File: config.mk
export PLATFORM = sky130hd
export DESIGN_NAME = ram_access_unit
export DESIGN_NICKNAME = d
export VERILOG_FILES = /design/src/rtl/ram_access_unit.sv
export SDC_FILE = /design/constraint.sdc
export NUM_CORES = 1
export LEC_CHECK = 0
export CORE_ASPECT_RATIO = 0.7
export CORE_UTILIZATION = 35
export CTS_CLUSTER_SIZE = 12
export DETAILED_ROUTE_END_ITERATION = 10
export SLEW_MARGIN = 20
export SYNTH_ARGS = -nofsm -noshare
export SYNTH_HDL_FRONTEND = slang
export SYNTH_SLANG_ARGS = --single-unit
File: constraint.sdc
create_clock -name clk -period 10.8 [get_ports clk]
set_input_delay 2.16 -clock clk [delete_from_list [all_inputs] [get_ports clk]]
set_output_delay 2.16 -clock clk [all_outputs]
set_load 0.02 [all_outputs]
File: src/rtl/ram_access_unit.sv
// Sequences captured write/read requests onto a synchronous single-port data RAM
// with WAIT extra strobe cycles, a one-entry holding buffer and a sticky error flag.
module ram_access_unit #(
    parameter int unsigned WAIT      = 1,
    parameter int unsigned MEM_WORDS = 16384
) (
    input  logic        clk,
    input  logic        rst,
    input  logic [15:0] RAMaddr,
    input  logic [15:0] toRAM,
    input  logic        w,
    input  logic        rd,
    input  logic [15:0] mem_rdata,
    output logic [15:0] mem_addr,
    output logic [15:0] mem_wdata,
    output logic        mem_we,
    output logic        mem_re,
    output logic [15:0] rdata,
    output logic        rvalid,
    output logic        busy,
    output logic        err
);

    localparam int unsigned AW = 16;
    localparam int unsigned DW = 16;
    localparam int unsigned CW = 3;

    typedef struct packed {
        logic          we;
        logic [AW-1:0] addr;
        logic [DW-1:0] data;
    } req_t;

    typedef enum logic [1:0] {
        S_IDLE   = 2'd0,
        S_ACCESS = 2'd1,
        S_NEXT   = 2'd2
    } state_t;

    state_t        state_q;
    logic          req_v_q;
    req_t          req_q;
    logic          buf_v_q;
    req_t          buf_q;
    logic [CW-1:0] cnt_q;
    logic          cur_we_q;
    logic          cur_ok_q;
    logic          rd_pend_q;
    logic [DW-1:0] rd_stage_q;
    logic [AW-1:0] mem_addr_q;
    logic [DW-1:0] mem_wdata_q;
    logic          mem_we_q;
    logic          mem_re_q;
    logic [DW-1:0] rdata_q;
    logic          rvalid_q;
    logic          err_q;

    logic launch_buf;
    logic launch_req;
    logic launch;
    logic store;
    logic drop;
    logic in_range;
    req_t launch_sel;

    // Launch selection: buffered request has priority; a captured request that
    // cannot launch is buffered if the buffer is empty, otherwise dropped.
    always_comb begin
        launch_buf = 1'b0;
        launch_req = 1'b0;
        store      = 1'b0;
        drop       = 1'b0;
        if (state_q != S_ACCESS) begin
            launch_buf = buf_v_q;
            launch_req = (state_q == S_IDLE) && req_v_q && !buf_v_q;
        end
        if (req_v_q && !launch_req) begin
            store = !buf_v_q;
            drop  = buf_v_q;
        end
        launch     = launch_buf | launch_req;
        launch_sel = launch_buf ? buf_q : req_q;
        in_range   = 32'(launch_sel.addr) < MEM_WORDS;
    end

    always_ff @(posedge clk or posedge rst) begin
        if (rst) begin
            state_q     <= S_IDLE;
            req_v_q     <= 1'b0;
            req_q       <= '0;
            buf_v_q     <= 1'b0;
            buf_q       <= '0;
            cnt_q       <= '0;
            cur_we_q    <= 1'b0;
            cur_ok_q    <= 1'b0;
            rd_pend_q   <= 1'b0;
            rd_stage_q  <= '0;
            mem_addr_q  <= '0;
            mem_wdata_q <= '0;
            mem_we_q    <= 1'b0;
            mem_re_q    <= 1'b0;
            rdata_q     <= '0;
            rvalid_q    <= 1'b0;
            err_q       <= 1'b0;
        end else begin
            // Write wins when both request lines are high.
            req_v_q <= w | rd;
            req_q   <= {w, RAMaddr, toRAM};

            rvalid_q  <= rd_pend_q;
            rd_pend_q <= 1'b0;
            if (rd_pend_q) begin
                rdata_q <= rd_stage_q;
            end

            if (store) begin
                buf_q   <= req_q;
                buf_v_q <= 1'b1;
            end else if (launch_buf) begin
                buf_v_q <= 1'b0;
            end

            if (drop) begin
                err_q <= 1'b1;
            end

            case (state_q)
                S_IDLE, S_NEXT: begin
                    if (launch) begin
                        mem_addr_q  <= launch_sel.addr;
                        mem_wdata_q <= launch_sel.data;
                        mem_we_q    <= launch_sel.we && in_range;
                        mem_re_q    <= !launch_sel.we && in_range;
                        cur_we_q    <= launch_sel.we;
                        cur_ok_q    <= in_range;
                        cnt_q       <= CW'(WAIT);
                        if (!in_range) begin
                            err_q <= 1'b1;
                        end
                        state_q <= S_ACCESS;
                    end else begin
                        state_q <= S_IDLE;
                    end
                end
                S_ACCESS: begin
                    if (cnt_q != '0) begin
                        cnt_q <= cnt_q - CW'(1);
                    end else begin
                        mem_we_q <= 1'b0;
                        mem_re_q <= 1'b0;
                        // Out-of-range reads still return, with zero data.
                        if (!cur_we_q) begin
                            rd_pend_q  <= 1'b1;
                            rd_stage_q <= cur_ok_q ? mem_rdata : '0;
                        end
                        state_q <= S_NEXT;
                    end
                end
                default: state_q <= S_IDLE;
            endcase
        end
    end

    assign mem_addr  = mem_addr_q;
    assign mem_wdata = mem_wdata_q;
    assign mem_we    = mem_we_q;
    assign mem_re    = mem_re_q;
    assign rdata     = rdata_q;
    assign rvalid    = rvalid_q;
    assign busy      = buf_v_q;
    assign err       = err_q;

endmodule

==> reports/metrics.yaml, run 1 <==
grt_max_degree: 79
ys.warnings.count: 0
netlist_top_cells_area: "dfrtp_1 (67%), mux2_2 (9.7%), mux2i_1 (6.2%), o21ai_0 (4.7%), nand2_1 (4.6%)"
clk_pin_slew_ns: 0.06
synth_ff_type: "dfrtp_1"
crit_chain: "clkdlybuf4s50_1"
setup_tns_ns: 0
synth_edf_count: 0
r2r-start: "state_q[1]$_DFFE_PP0P_"
multiInputGateArea_mm2: 0.00164
yosys-top-cells-count: "dfrtp_1 (144), nand2_1 (66), o21ai_0 (50)"
worst_pin_slew_ns: 0.933
crit_family: "buffers and inverters"
cts_buffers: 17
drt-met1-wl_mm: 5.59
dr_wl_met2_mm: 4.50
crit_path_start: "busy$_DFFE_PP0P_"
register_area_mm2: 0.00360
ioPinCount: 105
avgViaCountPerCell: 4.67
critPathRequiredTime_ns: 8.64
maxSlewHeadroom_pct: 37.8
gp_congestion: 0.726
fillers: 1301
slew_viol_final: 0
via_count: 3350
cts-root-buf: "clkbuf_16"
holdBufCountCts: 0
cts_tree: "built"
synth_cells: 404
nets: 564
die_h_um: 106
min_period_ns: 3.88
hold_path_class: "flop to flop"
cp_max_fo: 10
start_util_pct: 36.2
clock_path_buffers: 2
antenna_found_initial: 1
worst_hold_startpoint: "rd_stage_q[10]$_DFFE_PP0P_"
hold_ws_ns: 0.475
fmax_mhz: 258
worst-path-buf-inv: 1
track_usage_pct: 15.0
drc: 0
cp-end-kind: "primary output"
synthDistinctLibCells: 26
fin_crit_sh_pct: 35.9
grt_pass1_vias: 3495
die_w_um: 150
dp_hpwl_mm: 7.05
synth_seq_area_share_pct: 67.2
core_area_mm2: 0.0148
post_cts_buffers: 0
totalWireLength_mm: 10.9
powerDensity_mw_per_mm2: 309
cp_slowest_cell: "clkdlybuf4s50_1"
cts_resized: 0
ant_nets: 0
async_reset_ff_share_pct: 100
power_mw: 2.22
rsz0062_at_grt: "no"
clock_latency_ns: 0.41
insertedDiodeCount: 0
port_buffers: 104
clock-sinks: 144
first_pass_iters: 4
finClkSkew_ns: 0.00886
drive_gt1_share_pct: 16.8
grt_overflow: 0
synth_most_common_cell: "dfrtp_1"
synth_area_mm2: 0.00537
syn2layout_area_growth_pct: 34.0
cts_max_level: 4
synth_top_area_share_pct: 67.2
irDropWorstVdd_v: 0.000149
hold_viol_final: 0
cap_violations: 0
avgRoutedWirePerCell_um: 15.2
regToRegSetupSlack_ns: 8.80
synth_area_per_cell_um2: 13.3
place_inst: 686
grt_pass1_wl_mm: 18.1
drt_iter0_markers: 109
ys_seq_elements: 144
routed.top_layer: "met4"
yosys.area.top_type: "dfrtp_1"
leakage_nw: 3.24
instances_no_fill: 718
syn_nets: 458
finalSetupViolCount: 0
wl_met3_um: 757
rows: 37
arrival_ns: 1.72
start_kind: "flop"
critical_path_class: "flop to primary output"
status: "finished clean"
dieArea_mm2: 0.0158
critPathMaxStageDelay_ns: 0.72
==> per-stage QoR <==
stage | setup slack (ns) | util (%) | instance area, µm²
3_3_place_gp | 6.70 | 44.5 | 6590
2_1_floorplan | 4.77 | - | 5370
6_report | 6.92 | 48.5 | 7190
5_1_grt | 6.86 | 48.5 | 7190
4_1_cts | 6.89 | 48.5 | 7190
3_5_place_dp | 6.66 | 44.5 | 6590
==> per-layer routing <==
layer / GRT usage, % / vias up
met2: 20.7 / 93
met5: 0 / -
met3: 5.02 / 8
met4: 4.98 / 0
met1: 21.9 / 1658
li1: - / 1591
==> sequential cells by signal, summed over array words and instances, names as in the netlist, 2 cells and up <==
| signal | cells |
|---|---|
| cnt_q | 3 |
| req_q | 33 |
| rdata | 16 |
| mem_addr | 16 |
| state_q | 2 |
| rd_stage_q | 16 |
| buf_q | 33 |
| mem_wdata | 16 |
==> final cells by class <==
type                    count  area share (%)
repair buffers            108            14.9
multi-input cells         232            22.8
clock buffers              17            5.92
flip-flops and latches    144            50.1
inverters                   7           0.435
clock inverters            15            2.45
well taps                 195            3.39
==> power breakdown <==
group          internal (mW)  switching, mW  leakage [nW]
combinational          0.381          0.393          1.19
sequential             0.736          0.125          1.77
clock                  0.348          0.242         0.283
==> cell families after synthesis <==
logic type               Yosys count  synth area share (%)
AO/OA/AOI/OAI                     61                  6.20
buffers and inverters             28                  2.50
AND/OR/NAND/NOR                   85                  6.81
flip-flops                       144                  67.2
adder cells (fa/ha/maj)            2                 0.466
multiplexers                      84                  16.9
==> layout by cell type (no fill, tap or decap), types with 2 or more instances in the layout <==
master / instances
nor2_1: 5
bufinv_16: 2
dfrtp_1: 144
a21oi_1: 3
o21ai_0: 50
nand2b_1: 5
nand2_1: 66
nand3_1: 2
ha_1: 2
clkinvlp_4: 4
mux2_2: 46
inv_6: 5
a22o_1: 3
mux2i_1: 33
a211oi_1: 2
mux2_1: 5
inv_8: 3
clkinv_4: 2
clkdlybuf4s50_1: 104
buf_4: 4
clkbuf_16: 17
inv_1: 6
==> final timing paths <==
path,to,depth (start not counted)
max in group asynchronous,mem_wdata[7]$_DFFE_PP0P_,3
min,rd_stage_q[10]$_DFFE_PP0P_,2
max,busy,1
min reg2reg,rd_stage_q[10]$_DFFE_PP0P_,2
min in group asynchronous,mem_addr[9]$_DFFE_PP0P_,2
max reg2reg,mem_re$_DFFE_PP0P_,5
==> worst register-to-register path, stage by stage (launching register included) <==
cell and delay [ns]:
dfrtp_1 0.42, nand2b_1 0.23, nand2_2 0.09, buf_4 0.53, mux2_1 0.39, a22o_1 0.23
Note: power is estimated with default switching activity, not from simulation.
==> run 2, diff against run 1 <==
- clock period: 10.8 -> 3.4 ns (I/O delays scaled with it)
==> reports/metrics.yaml, run 2 (synthesis gave the netlist of run 1 again) <==
insertedDiodeCount: 0  # unchanged
post_cts_buffers: 0  # unchanged
fin_ws_ns: 0.982  # -5.94 ns
clkPwrFrac_pct: 26.3  # -0.2 points
switching_share_pct: 33.4  # -0.76 points
drive_gt1_share_pct: 17.0  # +0.13 points
finalSetupViolCount: 0  # unchanged
first_pass_iters: 4  # unchanged
totalWireLength_mm: 10.9  # -0.13%
cts_resized: 0  # unchanged
final_cell_mix: "dfrtp_1 (144), clkdlybuf4s50_1 (104), nand2_1 (66)"
track_usage_pct: 14.9  # -0.078 points
avgRoutedWirePerCell_um: 15.1  # -0.41%
finClkSkew_ns: 0.00802  # -0.000841 ns
cts-root-buf: "clkbuf_16"
cap_violations: 0  # unchanged
p_seq_share_pct: 38.9  # +0.2 points
cp_slowest_cell: "clkdlybuf4s50_1"
clk_pin_slew_ns: 0.06  # about the same
die_h_um: 106  # unchanged
cts_max_level: 4  # unchanged
rows: 37  # unchanged
hold_ws_ns: 0.473  # -0.00212 ns
avgViaCountPerCell: 4.58  # -1.8%
dpl_worst_slack_ns: 1.23  # -5.42 ns
irDropWorstVdd_v: 0.000441  # +200%
core_area_mm2: 0.0148  # unchanged
power.switching_mw: 2.37  # +210%
drt_iter0_markers: 154  # +41%
gp_congestion: 0.735  # +1.3%
ant_nets: 0  # unchanged
cts_buffers: 17  # unchanged
fin_crit_sh_pct: 71.1
crit_chain: "clkdlybuf4s50_1"
critPathRequiredTime_ns: 2.72  # -5.92 ns
fillers: 1308  # +0.54%
port_buffers: 104  # unchanged
maxSlewHeadroom_pct: 39.4  # +1.6 points
dieArea_mm2: 0.0158  # unchanged
die_w_um: 150  # unchanged
p_comb_share_pct: 34.7  # about the same
grt_overflow: 0  # unchanged
cp_max_fo: 10  # unchanged
grt_pass1_wl_mm: 18.0  # -0.46%
powerDensity_mw_per_mm2: 984  # +220%
cts_tree: "built"
clock_latency_ns: 0.41  # about the same
start_kind: "flop"
via_count: 3299  # -1.5%
hold_path_class: "flop to flop"
status: "finished clean"
critPathMaxStageDelay_ns: 0.73  # about the same
nets: 566  # +0.35%
leakage_nw: 3.26  # +0.53%
internal_power_mw: 4.72  # +220%
worst-path-buf-inv: 1  # unchanged
rsz0062_at_grt: "no"
holdBufCountCts: 0  # unchanged
worst_pin_slew_ns: 0.906  # -0.0265 ns
regToRegSetupSlack_ns: 1.35  # -7.45 ns
reg.largest.list: "buf_q: 33 flops, req_q: 33 flops"
grt_pass1_vias: 3399  # -2.7%
crit_family: "buffers and inverters"
ioPinCount: 105  # unchanged
layout_commonest_cell: "dfrtp_1"
clock_path_buffers: 2  # unchanged
fmax_mhz: 414
grt_max_degree: 145  # +84%
syn2layout_area_growth_pct: 34.4
critical_path_class: "flop to primary output"
min_period_ns: 2.42
slew_viol_final: 0  # unchanged
start_util_pct: 36.2  # unchanged
antenna_found_initial: 0  # -1
arrival_ns: 1.74  # +0.02 ns
drc: 0  # unchanged
clock-sinks: 144  # unchanged
hold_viol_final: 0  # unchanged
cp-end-kind: "primary output"
dp_hpwl_mm: 6.96  # -1.3%
setup_tns_ns: 0  # unchanged
[run 2: cell types whose count changed in the layout (fill, tap and decap cells not counted), sizes merged]
| cell | previous run | this run |
|---|---|---|
| buf | 4 | 6 |
| bufinv | 2 | 3 |
| clkbuf | 17 | 18 |
| clkinv | 2 | 7 |
| clkinvlp | 4 | 3 |
| inv | 14 | 8 |
[run 2: final cells by class]
class	instances	area, µm²	share of cell area [%]
sequential	144	3600	50.0
clock inverter	14	165	2.29
timing repair buffer	110	1100	15.2
inverter	7	30.0	0.417
clock buffer	18	429	5.95
multi-input combinational	232	1640	22.7
tap	195	244	3.38
[run 2: final timing paths]
check / cells after the start / start / endpoint
min: 2 / rd_stage_q[12]$_DFFE_PP0P_ / rd_stage_q[12]$_DFFE_PP0P_
max in group asynchronous: 3 / rst / buf_q[26]$_DFFE_PP0P_
max: 1 / busy$_DFFE_PP0P_ / busy
min reg2reg: 2 / rd_stage_q[12]$_DFFE_PP0P_ / rd_stage_q[12]$_DFFE_PP0P_
min in group asynchronous: 3 / rst / mem_addr[15]$_DFFE_PP0P_
max reg2reg: 5 / state_q[1]$_DFFE_PP0P_ / mem_wdata[9]$_DFFE_PP0P_
[run 2: power by group through the flow]
stage | sequential (mW) | clock (mW) | combinational [mW]
floorplan | 2.95 | 0 | 1.35
global placement | 2.76 | 0 | 2.43
CTS | 2.77 | 1.90 | 2.51
detailed placement | 2.78 | 0 | 2.50
global route | 2.84 | 1.99 | 2.72
finish | 2.76 | 1.86 | 2.46
[run 2: layer usage]
layer / global-route usage, % / share of wire [%]
met1: 22.5 / 51
met2: 20.5 / 42
met3: 4.29 / 5.5
met4: 4.55 / 0.72
met5: 0 / 0
[run 2: worst register-to-register path, delay by kind of cell, from the launching register on]
kind | cells | cell delay [ns]
mux | 1 | 0.21
buf+inv | 1 | 0.39
simple gates | 2 | 0.77
compound gates | 1 | 0.09
flops | 1 | 0.42
[run 2: per-stage QoR]
step                util (%)  cells  total power [mW]  cell area, µm²
floorplan                  -    404              4.30            5370
global route            48.7    720              7.55            7210
CTS                     48.6    720              7.18            7210
detailed placement      44.6    688              5.28            6610
global placement        44.6    688              5.19            6610
finish                  48.7    720              7.09            7210
==> variant (settings of run 1) <==
Set the localparam `CW` to 2 (it was 3).
--- a/src/rtl/ram_access_unit.sv
+++ b/src/rtl/ram_access_unit.sv
@@ -23,7 +23,7 @@
 
     localparam int unsigned AW = 16;
     localparam int unsigned DW = 16;
-    localparam int unsigned CW = 3;
+    localparam int unsigned CW = 2;
 
     typedef struct packed {
         logic          we;
Behaviour: no difference found for any inputs over 10 cycles, from zero or initial values and one cycle with rst high; that may be too few to reach the edited logic, so the function may still have changed.
==> variant against run 1 <==
- clock skew shrank 0.0020 ns
- critical path depth did not move
- setup slack worse by 0.10 ns
- sequential cell count shrank 1
- die area down 0.20%
- area after synthesis decreased by 0.21%
- critical path type unchanged
- routed wire length down 4.9%
- first-iteration DRC count is 17% higher
- total power rose by 2.9%
- highest routed layer unchanged
- final area decreased by 0.71%
==> variant: results (changes against run 1) <==
Status = finished clean (unchanged)
Final nets = 557 (was 564)
Vias in the first global route = 3436 (was 3495)
Sequential area share after synthesis = 66.8% (was 67.2%)
CTS Root Cell = clkbuf_16 (unchanged)
Synth area leaders = dfrtp_1 (67%), mux2_2 (10%), mux2i_1 (6.5%) (was dfrtp_1 (67%), mux2_2 (9.7%), mux2i_1 (6.2%))
Skew final = 0.00685 ns (was 0.00886 ns)
DRT iter0 DRCs = 128 (was 109)
Crit path DAT = 1.82 ns (was 1.72 ns)
Average wire per standard cell = 14.6 um (was 15.2 um)
Gpl congestion = 0.693 (was 0.726)
Pre-CTS setup slack = 6.79 ns (was 6.66 ns)
Synth unique cells = 31 (was 26)
First-pass GRT wire length = 17300 um (was 18100 um)
Register-to-Register Setup Slack = 8.76 ns (was 8.80 ns)
Slowest Stage Delay on Critical Path = 0.75 ns (was 0.72 ns)
Via count = 3309 (was 3350)
Total GRT Usage = 14.4% (was 15.0%)
Fillers = 1332 (was 1301)
Worst ir drop on vdd = 137 uV (was 149 uV)
Area post-placement = 6530 um2 (was 6590 um2)
Clock period minus worst slack = 3.98 ns (was 3.88 ns)
HPWL after DPL = 6720 um (was 7050 um)
Worst-path fanout max = 9 (was 10)
IO Port Bufs = 104 (unchanged)
R2R cell count = 3 (was 5)
Hold Crit Depth = 1 (was 2)
Max-Slew Margin vs Limit = 36.9% (was 37.8%)
Largest net degree at the start of global routing = 91 (was 79)
Syn Nets = 454 (was 458)
Initial antenna violation count = 0 (was 1)
Commonest cells in the netlist = dfrtp_1 (143), nand2_1 (67), mux2_2 (49) (was dfrtp_1 (144), nand2_1 (66), o21ai_0 (50))
Clk pin slew, worst setup/hold paths = 0.06 ns (about the same)
Ratio of cells with drive above 1 in the final layout = 17.4% (was 16.8%)
## variant: routing by layer
layer	GRT usage, %	share of wire, %	vias to the layer above
met5	0	0	-
met4	5.84	1.4	0
met3	3.98	4.9	13
met2	22.0	47	73
met1	19.2	47	1659
li1	-	-	1564
## variant: cell type report
type | instances | area, um2 | share of cell area [%]
flip-flops and latches | 143 | 3580 | 50.1
multi-input cells | 229 | 1620 | 22.7
repair buffers | 107 | 1060 | 14.9
clock buffers | 18 | 439 | 6.15
well taps | 195 | 244 | 3.42
clock inverters | 14 | 168 | 2.35
inverters | 6 | 27.5 | 0.386
## variant: worst paths after layout
kind	from	end
hold / removal	err	err
setup / recovery	busy	busy
min in group asynchronous	rst	mem_addr[9]
hold reg to reg	err	err
max in group asynchronous	rst	buf_q[4]
setup reg to reg	busy	buf_q[13]
## variant: stage by stage
step                power, W  cells  hold slack, ns
floorplan            0.00142    401           0.352
global placement     0.00169    680           0.454
detailed placement   0.00173    680           0.459
CTS                  0.00233    712           0.475
global route         0.00244    712           0.498
finish               0.00229    712           0.474
## variant: logic make-up after synthesis
kind of cell | count (synthesis) | share of synthesized area (%)
simple gates | 85 | 7.13
compound gates | 59 | 5.80
mux | 84 | 16.8
buf+inv | 29 | 3.15
fa+ha+maj | 1 | 0.234
flops | 143 | 66.8
## variant: where the power goes
part	switching [W]	leakage, nW	internal, W	total (W)
clock	0.000225	0.280	0.000368	0.000593
combinational	0.000409	1.20	0.000406	0.000815
sequential	0.000137	1.74	0.000745	0.000882
